$ cat config.mk
export PLATFORM = sky130hd
export DESIGN_NAME = kamus_lsu_ctrl
export DESIGN_NICKNAME = d
export VERILOG_FILES = /design/src/rtl/kamus_lsu_ctrl.sv
export SDC_FILE = /design/constraint.sdc
export NUM_CORES = 1
export LEC_CHECK = 0
export ABC_AREA = 1
export CAP_MARGIN = 20
export CELL_PAD_IN_SITES_DETAIL_PLACEMENT = 1
export CELL_PAD_IN_SITES_GLOBAL_PLACEMENT = 1
export CORE_ASPECT_RATIO = 0.9
export CORE_MARGIN = 4
export CORE_UTILIZATION = 30
export DETAILED_ROUTE_END_ITERATION = 10
export PLACE_DENSITY_LB_ADDON = 0.1
export SLEW_MARGIN = 20
export SYNTH_ARGS = -nofsm -noshare
export SYNTH_HDL_FRONTEND = slang
export SYNTH_SLANG_ARGS = --single-unit
$ cat constraint.sdc
create_clock -name clk_i -period 1.5 [get_ports clk_i]
set_input_delay 0.225 -clock clk_i [delete_from_list [all_inputs] [get_ports clk_i]]
set_output_delay 0.225 -clock clk_i [all_outputs]
set_load 0.02 [all_outputs]
$ cat src/rtl/kamus_lsu_ctrl.sv
// rtl/kamus_lsu_ctrl.sv - load/store sequencer between the MEM stage and the L1D port
module kamus_lsu_ctrl #(
   parameter int TIMEOUT_CYC = 64,
   parameter int XLEN        = 32
) (
   input  logic            clk_i,
   input  logic            rst_ni,
   input  logic            mem_valid_i,
   input  logic            mem_we_i,
   input  logic [1:0]      mem_size_i,
   input  logic            mem_unsigned_i,
   input  logic [XLEN-1:0] mem_addr_i,
   input  logic [XLEN-1:0] mem_wdata_i,
   input  logic            flush_i,
   output logic            stall_o,
   output logic            done_o,
   output logic [XLEN-1:0] rdata_o,
   output logic            misaligned_o,
   output logic            bus_err_o,
   output logic            l1d_req_o,
   output logic            l1d_we_o,
   output logic [XLEN-1:0] l1d_addr_o,
   output logic [3:0]      l1d_be_o,
   output logic [XLEN-1:0] l1d_wdata_o,
   input  logic            l1d_gnt_i,
   input  logic            l1d_rvalid_i,
   input  logic [XLEN-1:0] l1d_rdata_i
);

   typedef enum logic [2:0] {IDLE, REQ, WAIT, DRAIN, DONE} state_t;

   localparam logic [7:0] TMO_LAST = 8'(TIMEOUT_CYC - 1);

   state_t          state, state_nxt;
   logic            we_q, uns_q, mis_q, err_q;
   logic [1:0]      size_q;
   logic [XLEN-1:0] addr_q, wdata_q, rdata_q;
   logic [7:0]      cnt_q;

   logic            accept, mis_in, tmo_hit, set_err;
   logic [3:0]      be_c;
   logic [XLEN-1:0] wdata_c, shifted, aligned;

   assign accept  = mem_valid_i & ~flush_i;
   assign mis_in  = (mem_size_i == 2'b01 & mem_addr_i[0]) |
                    (mem_size_i[1] & (mem_addr_i[1:0] != 2'b00));
   assign tmo_hit = (cnt_q == TMO_LAST);

   always_comb begin
      state_nxt = state;
      set_err   = 1'b0;
      unique case (state)
         IDLE: begin
            if (accept) state_nxt = mis_in ? DONE : REQ;
         end
         REQ: begin
            if (l1d_gnt_i) begin
               if (flush_i) state_nxt = we_q ? IDLE : DRAIN;
               else         state_nxt = we_q ? DONE : WAIT;
            end else if (flush_i) begin
               state_nxt = IDLE;
            end else if (tmo_hit) begin
               state_nxt = DONE;
               set_err   = 1'b1;
            end
         end
         WAIT: begin
            // Data that arrives with the flush belongs to the killed instruction.
            if (l1d_rvalid_i) begin
               state_nxt = flush_i ? IDLE : DONE;
            end else if (flush_i) begin
               state_nxt = DRAIN;
            end else if (tmo_hit) begin
               state_nxt = DONE;
               set_err   = 1'b1;
            end
         end
         DRAIN: begin
            if (l1d_rvalid_i) state_nxt = IDLE;
         end
         DONE:    state_nxt = IDLE;
         default: state_nxt = IDLE;
      endcase
   end

   always_comb begin
      be_c    = 4'b1111;
      wdata_c = wdata_q;
      unique case (size_q)
         2'b00: begin
            be_c    = 4'b0001 << addr_q[1:0];
            wdata_c = {4{wdata_q[7:0]}};
         end
         2'b01: begin
            be_c    = addr_q[1] ? 4'b1100 : 4'b0011;
            wdata_c = {2{wdata_q[15:0]}};
         end
         default: begin
            be_c    = 4'b1111;
            wdata_c = wdata_q;
         end
      endcase
   end

   assign shifted = l1d_rdata_i >> {addr_q[1:0], 3'b000};

   always_comb begin
      aligned = shifted;
      unique case (size_q)
         2'b00:   aligned = {{24{~uns_q & shifted[7]}}, shifted[7:0]};
         2'b01:   aligned = {{16{~uns_q & shifted[15]}}, shifted[15:0]};
         default: aligned = shifted;
      endcase
   end

   always_ff @(posedge clk_i) begin
      if (!rst_ni) begin
         state   <= IDLE;
         we_q    <= 1'b0;
         uns_q   <= 1'b0;
         size_q  <= 2'b00;
         addr_q  <= '0;
         wdata_q <= '0;
         mis_q   <= 1'b0;
         err_q   <= 1'b0;
         cnt_q   <= 8'd0;
         rdata_q <= '0;
      end else begin
         state <= state_nxt;
         if (state == IDLE && accept) begin
            we_q    <= mem_we_i;
            size_q  <= mem_size_i;
            uns_q   <= mem_unsigned_i;
            addr_q  <= mem_addr_i;
            wdata_q <= mem_wdata_i;
            mis_q   <= mis_in;
            err_q   <= 1'b0;
         end
         if (set_err) err_q <= 1'b1;
         if (state_nxt == REQ && state != REQ) begin
            cnt_q <= 8'd0;
         end else if (state == REQ || state == WAIT) begin
            cnt_q <= cnt_q + 8'd1;
         end
         if (state == WAIT && l1d_rvalid_i && !flush_i) rdata_q <= aligned;
      end
   end

   assign stall_o      = accept & (state != DONE) & (state != DRAIN);
   assign done_o       = (state == DONE);
   assign misaligned_o = done_o & mis_q;
   assign bus_err_o    = done_o & err_q;
   assign rdata_o      = rdata_q;

   assign l1d_req_o   = (state == REQ);
   assign l1d_we_o    = l1d_req_o & we_q;
   assign l1d_addr_o  = l1d_req_o ? {addr_q[XLEN-1:2], 2'b00} : '0;
   assign l1d_be_o    = l1d_req_o ? be_c : 4'b0000;
   assign l1d_wdata_o = l1d_req_o ? wdata_c : '0;

endmodule

---- Word level (Yosys, flattened, before mapping) ----
Index checks and enable logic that the tools add are counted.
operators by class
  add/subtract/negate cells ............... 1
  bitwise gates (word level) .............. 14
  shifts and indexed selects .............. 2
  multiplexer cells ....................... 27
  reduce and logical (&&, ||, !) cells .... 11
  equality and inequality tests ........... 11
operators with widths
  operator                                               count
  case mux 32 bit (2 select lines)                       2
  2-to-1 mux 32 bit                                      2
  2-to-1 mux 3 bit                                       11
  right shift 32 x 5 -> 32 bit                           1
  case mux 3 bit (4 select lines)                        1
  AND 1 bit                                              10
  adder 8 x 1 -> 8 bit, second input constant            1
  == test 8 x 6 -> 1 bit, second input constant          1
  2-to-1 mux 4 bit                                       2
  case mux 4 bit (2 select lines)                        1
  == test 3 x 1 -> 1 bit, second input constant          2
  == test 3 x 2 -> 1 bit, second input constant          2
  2-to-1 mux 1 bit                                       6
  == test 2 x 1 -> 1 bit, second input constant          2
  logical AND 1 bit                                      4
  nonzero test 2 bit                                     2
  << shifter 1 x 2 -> 4 bit, first input constant        1
  == test 3 bit, second input constant                   1
  logical NOT 3 bit                                      1
  inequality test 3 x 1 -> 1 bit, second input constant  1
  inequality test 3 x 2 -> 1 bit, second input constant  1
  inequality test 3 bit, second input constant           1
  NOT 1 bit                                              3
  logical NOT 2 bit                                      1
  6 further kinds                                        6
word-level totals
  register bits after elaboration ......... 113

---- Longest topological paths before layout ----
  depth after elaboration ................. 9
  gate-level depth with buffers ........... 10

---- Worst setup path after synthesis ----
No wires, ideal clock.
  path type ............................... register to output
  start ................................... register size_q[1]
  end ..................................... output l1d_wdata_o[15]
  setup slack ............................. -0.120 ns
  path buffers ............................ 2
  stages on the path, launching flop included .. 7
  data arrival time ....................... 1.395 ns
  cell sequence ........................... dfxtp_1 -> buf_6 -> clkinv_2 -> nand2_2 -> clkbuf_2 -> o22ai_1 -> nor3_1
between the ends
  cells in the longest elaborated chain, start to end .. 3
RTL lines
  item                                                         line  source
  from (decl)                                                  36    logic [1:0] size_q;
  from (signal assigned)                                       132   size_q <= mem_size_i;
  == test 2 x 1 -> 1 bit or logical NOT 2 bit (tied branches)  89    unique case (size_q)
  case mux 32 bit (2 select lines) *                           89
  2-to-1 mux 32 bit *                                          159   assign l1d_wdata_o = l1d_req_o ? wdata_c : '0;
  to (decl)                                                    24    output logic [XLEN-1:0] l1d_wdata_o,
Mark *: on every way between the ends. The rest lies on a longest branch, timed or not.

---- Worst setup path in the final report ----
  start ................................... register state[1]
  end ..................................... register rdata_q[21] (netlist: rdata_o[21])
between the ends
  cells in the longest elaborated chain, start to end .. 3
RTL lines
  item                            line  source
  from (decl)                     34    state_t state, state_nxt;
  from (signal assigned)          129   state <= state_nxt;
  == test 3 x 2 -> 1 bit          145   if (state == WAIT && l1d_rvalid_i && !flush_i) rdata_q <= aligned;
  logical AND 1 bit (2 in a row)  145
  to (signal assigned)            145
  to (decl)                       37    logic [XLEN-1:0] addr_q, wdata_q, rdata_q;
No other way between the ends.
A chain may end at the register's enable or synchronous reset.

==> metrics.yaml <==
clock_tree:
  cts_made_buffers: 17
  clk_pin_slew_ps: 60
  tritoncts_clock_tree: "yes"
  clkLatencyLatePin_ps: 420
  cts.root.buffer_cell: "sky130_fd_sc_hd__clkbuf_16"
  postCtsHoldBufs: 0
  clockBufferDepth: 2
  cts_sinks: 113
  htree_num_levels: 4
finish:
  fillers: 2323
  finish.net_count: 1261
  insertedDiodeCount: 0
  fin_util: 0.535
  layout-drive-gt1-share: 0.281
  areaGrowthSynthToFinish_pct: 72.9
  layout.cell_area.non_filler_sq_um: 9930
logic_synthesis:
  synth_most_common_cell: "sky130_fd_sc_hd__nor2_1"
  synth.yosys.seq_area_share: 0.394
  synth.largest_area_cell: "sky130_fd_sc_hd__dfxtp_1"
  synth_enable_flop_cells: 0
  asyncSetResetFlopFracSynth: 0
  synth_top_family_by_area: "simple AND/OR/NAND/NOR gates"
  syn_inst: 892
  post_synth_fa_ha_maj_area_fraction: 0.00218
  syn-mean-instance-area_sq_um: 6.44
  synth_commonest_cells: "201 x sky130_fd_sc_hd__nor2_1, 140 x sky130_fd_sc_hd__nand2_1, 113 x sky130_fd_sc_hd__dfxtp_1"
  yosys_warns: 0
  synth_compound_area_frac: 0.170
  ys_ff_latch: 113
  syn_area_sq_um: 5750
  yosys.area_share.simple: 0.310
  synth_area_leaders: "sky130_fd_sc_hd__dfxtp_1 39%, sky130_fd_sc_hd__nor2_1 13%, sky130_fd_sc_hd__nand2_1 9.1%"
  synth.mux.area_fraction: 0
  post_synth_xor_area_fraction: 0.00152
  synth_largest_type_area_fraction: 0.394
  yosys_most_used_dff: "sky130_fd_sc_hd__dfxtp_1"
  synthDistinctLibCells: 35
worst_setup_path:
  worst_ep_required_time_ps: 1860
  worstSetupStartpointType: "register"
  critical_setup_path_class: "reg -> reg"
  crit_start: "state[1]"
  critical_path.endpoint: "rdata_o[21]"
  crit_path_max_fanout: 7
  end_kind: "register"
  critical_path.reg2reg.endpoint: "rdata_o[21]"
  ff2ff_setup_slack_ps: -340
  critPathArrivalTime_ps: 2200
  worst_r2r_path_depth: 13
  crit-reg2reg-launch: "state[1]"
global_route:
  grt_max_degree: 59
  grt_remaining_overflow: 0
  grt_first_pass_wirelength_microns: 36300
  initial_antenna_violation_count: 0
  track_usage: 0.206
  first_global_vias: 6825
routing:
  vias: 6756
  antenna_left: 0
  post_drt_wl_per_cell_microns: 17.3
  drt_iter0_drc: 318
  drt_pass1_iterations: 4
  route.detailed.vias_per_inst: 4.79
  route.final.wire_length_microns: 24400
  detail_route.drc_violations: 0
timing:
  final_min_period_over_clock_period: 1.22
  pins_over_slew_limit: 0
  timing_hold_violations_final: 0
  fmaxAchievable_mhz: 544
  finalWorstPathRequiredPeriod_ps: 1840
  finClkSkew_ps: 8.34
  postLayoutSetupSlackWorst_ps: -337
  setup-violations-final: 183
  rsz0062_at_grt: "yes"
power:
  leakagePower_nw: 4.40
  vdd_ir_drop_max_mv: 0.690
  power_density_relative_to_cell_area_nw_per_um2: 923
  totalPowerFinal_mw: 9.17
outcome:
  status: "finished, violations left"
  violations: "negative setup slack"
floorplanning:
  initial_util: 0.309
  die_height_microns: 139
  io_pins: 212
  floorplan_die_area_sq_um: 21400
  coreArea_sq_um: 18600
  die_width_microns: 154
  core.rowCount: 47
placement:
  io_buffer_count: 209
  globalplace.congestion: 0.799
  dp_hpwl_microns: 15700
  placed_instance_area_sq_um: 8450
hold_path:
  hp-start: "rst_ni"
  min-delay-path-class: "in -> reg"
job:
  max-cap-violations: 0
placed cells by master (no fill, tap or decap), types with 33 or more instances in the layout:
master                            instances
sky130_fd_sc_hd__a21oi_1                 73
sky130_fd_sc_hd__buf_4                   84
sky130_fd_sc_hd__clkdlybuf4s50_1        119
sky130_fd_sc_hd__dfxtp_1                109
sky130_fd_sc_hd__inv_1                   88
sky130_fd_sc_hd__nand2_1                136
sky130_fd_sc_hd__nand3_1                 48
sky130_fd_sc_hd__nor2_1                 150
sky130_fd_sc_hd__nor2_2                  33
sky130_fd_sc_hd__o21ai_1                 44
repair_timing:
action | in CTS | in global routing
setup buffers | 7 | 10
cloned | 1 | 13
resized for setup | 369 | 204
pin swaps | 9 | 30
endpoints found under the setup margin | 130 | 202
flip-flops by register name (all words and copies together) (netlist names):
register,count
cnt_q,8
err_q,1
uns_q,1
mis_q,1
we_q,1
state,3
wdata_q,32
size_q,2
addr_q,32
rdata_o,32
power by group:
part           total, mW  leakage [nW]  switching (mW)  internal, mW
sequential          3.24         0.925          0.0844          3.16
clock               4.22         0.295            1.50          2.72
combinational       1.70          3.18           0.921         0.783
worst min-delay path by stage:
stage                  endpoint  slack (ps)  cells after the start
detailed placement    addr_q[3]         440                      2
global placement     addr_q[12]         440                      2
finish               addr_q[29]         190                      3
floorplan           wdata_q[24]         360                      2
CTS                    state[0]         210                      3
global route         addr_q[29]         200                      3
worst max-delay path, stage by stage, from the launching register on:
cell and delay [ps]:
sky130_fd_sc_hd__dfxtp_2 330, sky130_fd_sc_hd__inv_2 50, sky130_fd_sc_hd__buf_4 130, sky130_fd_sc_hd__buf_6 100
sky130_fd_sc_hd__buf_6 110, sky130_fd_sc_hd__nor2_4 130, sky130_fd_sc_hd__buf_6 130, sky130_fd_sc_hd__nand3_4 170
sky130_fd_sc_hd__inv_8 170, sky130_fd_sc_hd__clkbuf_16 200, sky130_fd_sc_hd__nor2_4 40, sky130_fd_sc_hd__nor2_1 110
sky130_fd_sc_hd__nand2_1 60, sky130_fd_sc_hd__inv_1 40
cell families (layout without fill, tap and decap cells):
kind of cell,after synthesis,count (layout)
other,1,2
buffers and inverters,157,429
flip-flops,113,113
adder cells (fa/ha/maj),1,1
AO/OA/AOI/OAI,193,193
XOR/XNOR,1,1
AND/OR/NAND/NOR,426,427
per-layer routing:
layer	track usage	wire length, microns	vias up
li1	-	-	3356
met4	0.0530	276	0
met3	0.0612	1610	16
met5	0	0	-
met1	0.271	11100	3201
met2	0.333	11400	183
cell type report:
| cell class | instances | area (sq um) | share of cell area |
|---|---|---|---|
| clock buffer | 21 | 470 | 0.0474 |
| timing repair buffer | 298 | 3040 | 0.306 |
| sequential | 113 | 2270 | 0.228 |
| clock inverter | 10 | 134 | 0.0135 |
| inverter | 99 | 392 | 0.0394 |
| tap | 245 | 307 | 0.0309 |
| multi-input combinational | 624 | 3320 | 0.334 |
| timing repair inverter | 1 | 7.51 | 0.000756 |
metrics by stage:
stage	hold slack [ps]	instances	setup TNS (ps)	setup slack (ps)
finish	194	1411	-28380	-337
global route	205	1411	-45700	-412
CTS	206	1390	-28640	-319
detailed placement	443	1351	-41830	-482
global placement	441	1351	-40760	-483
floorplan	360	893	-358	-120
(Power assumes the default switching activity.)
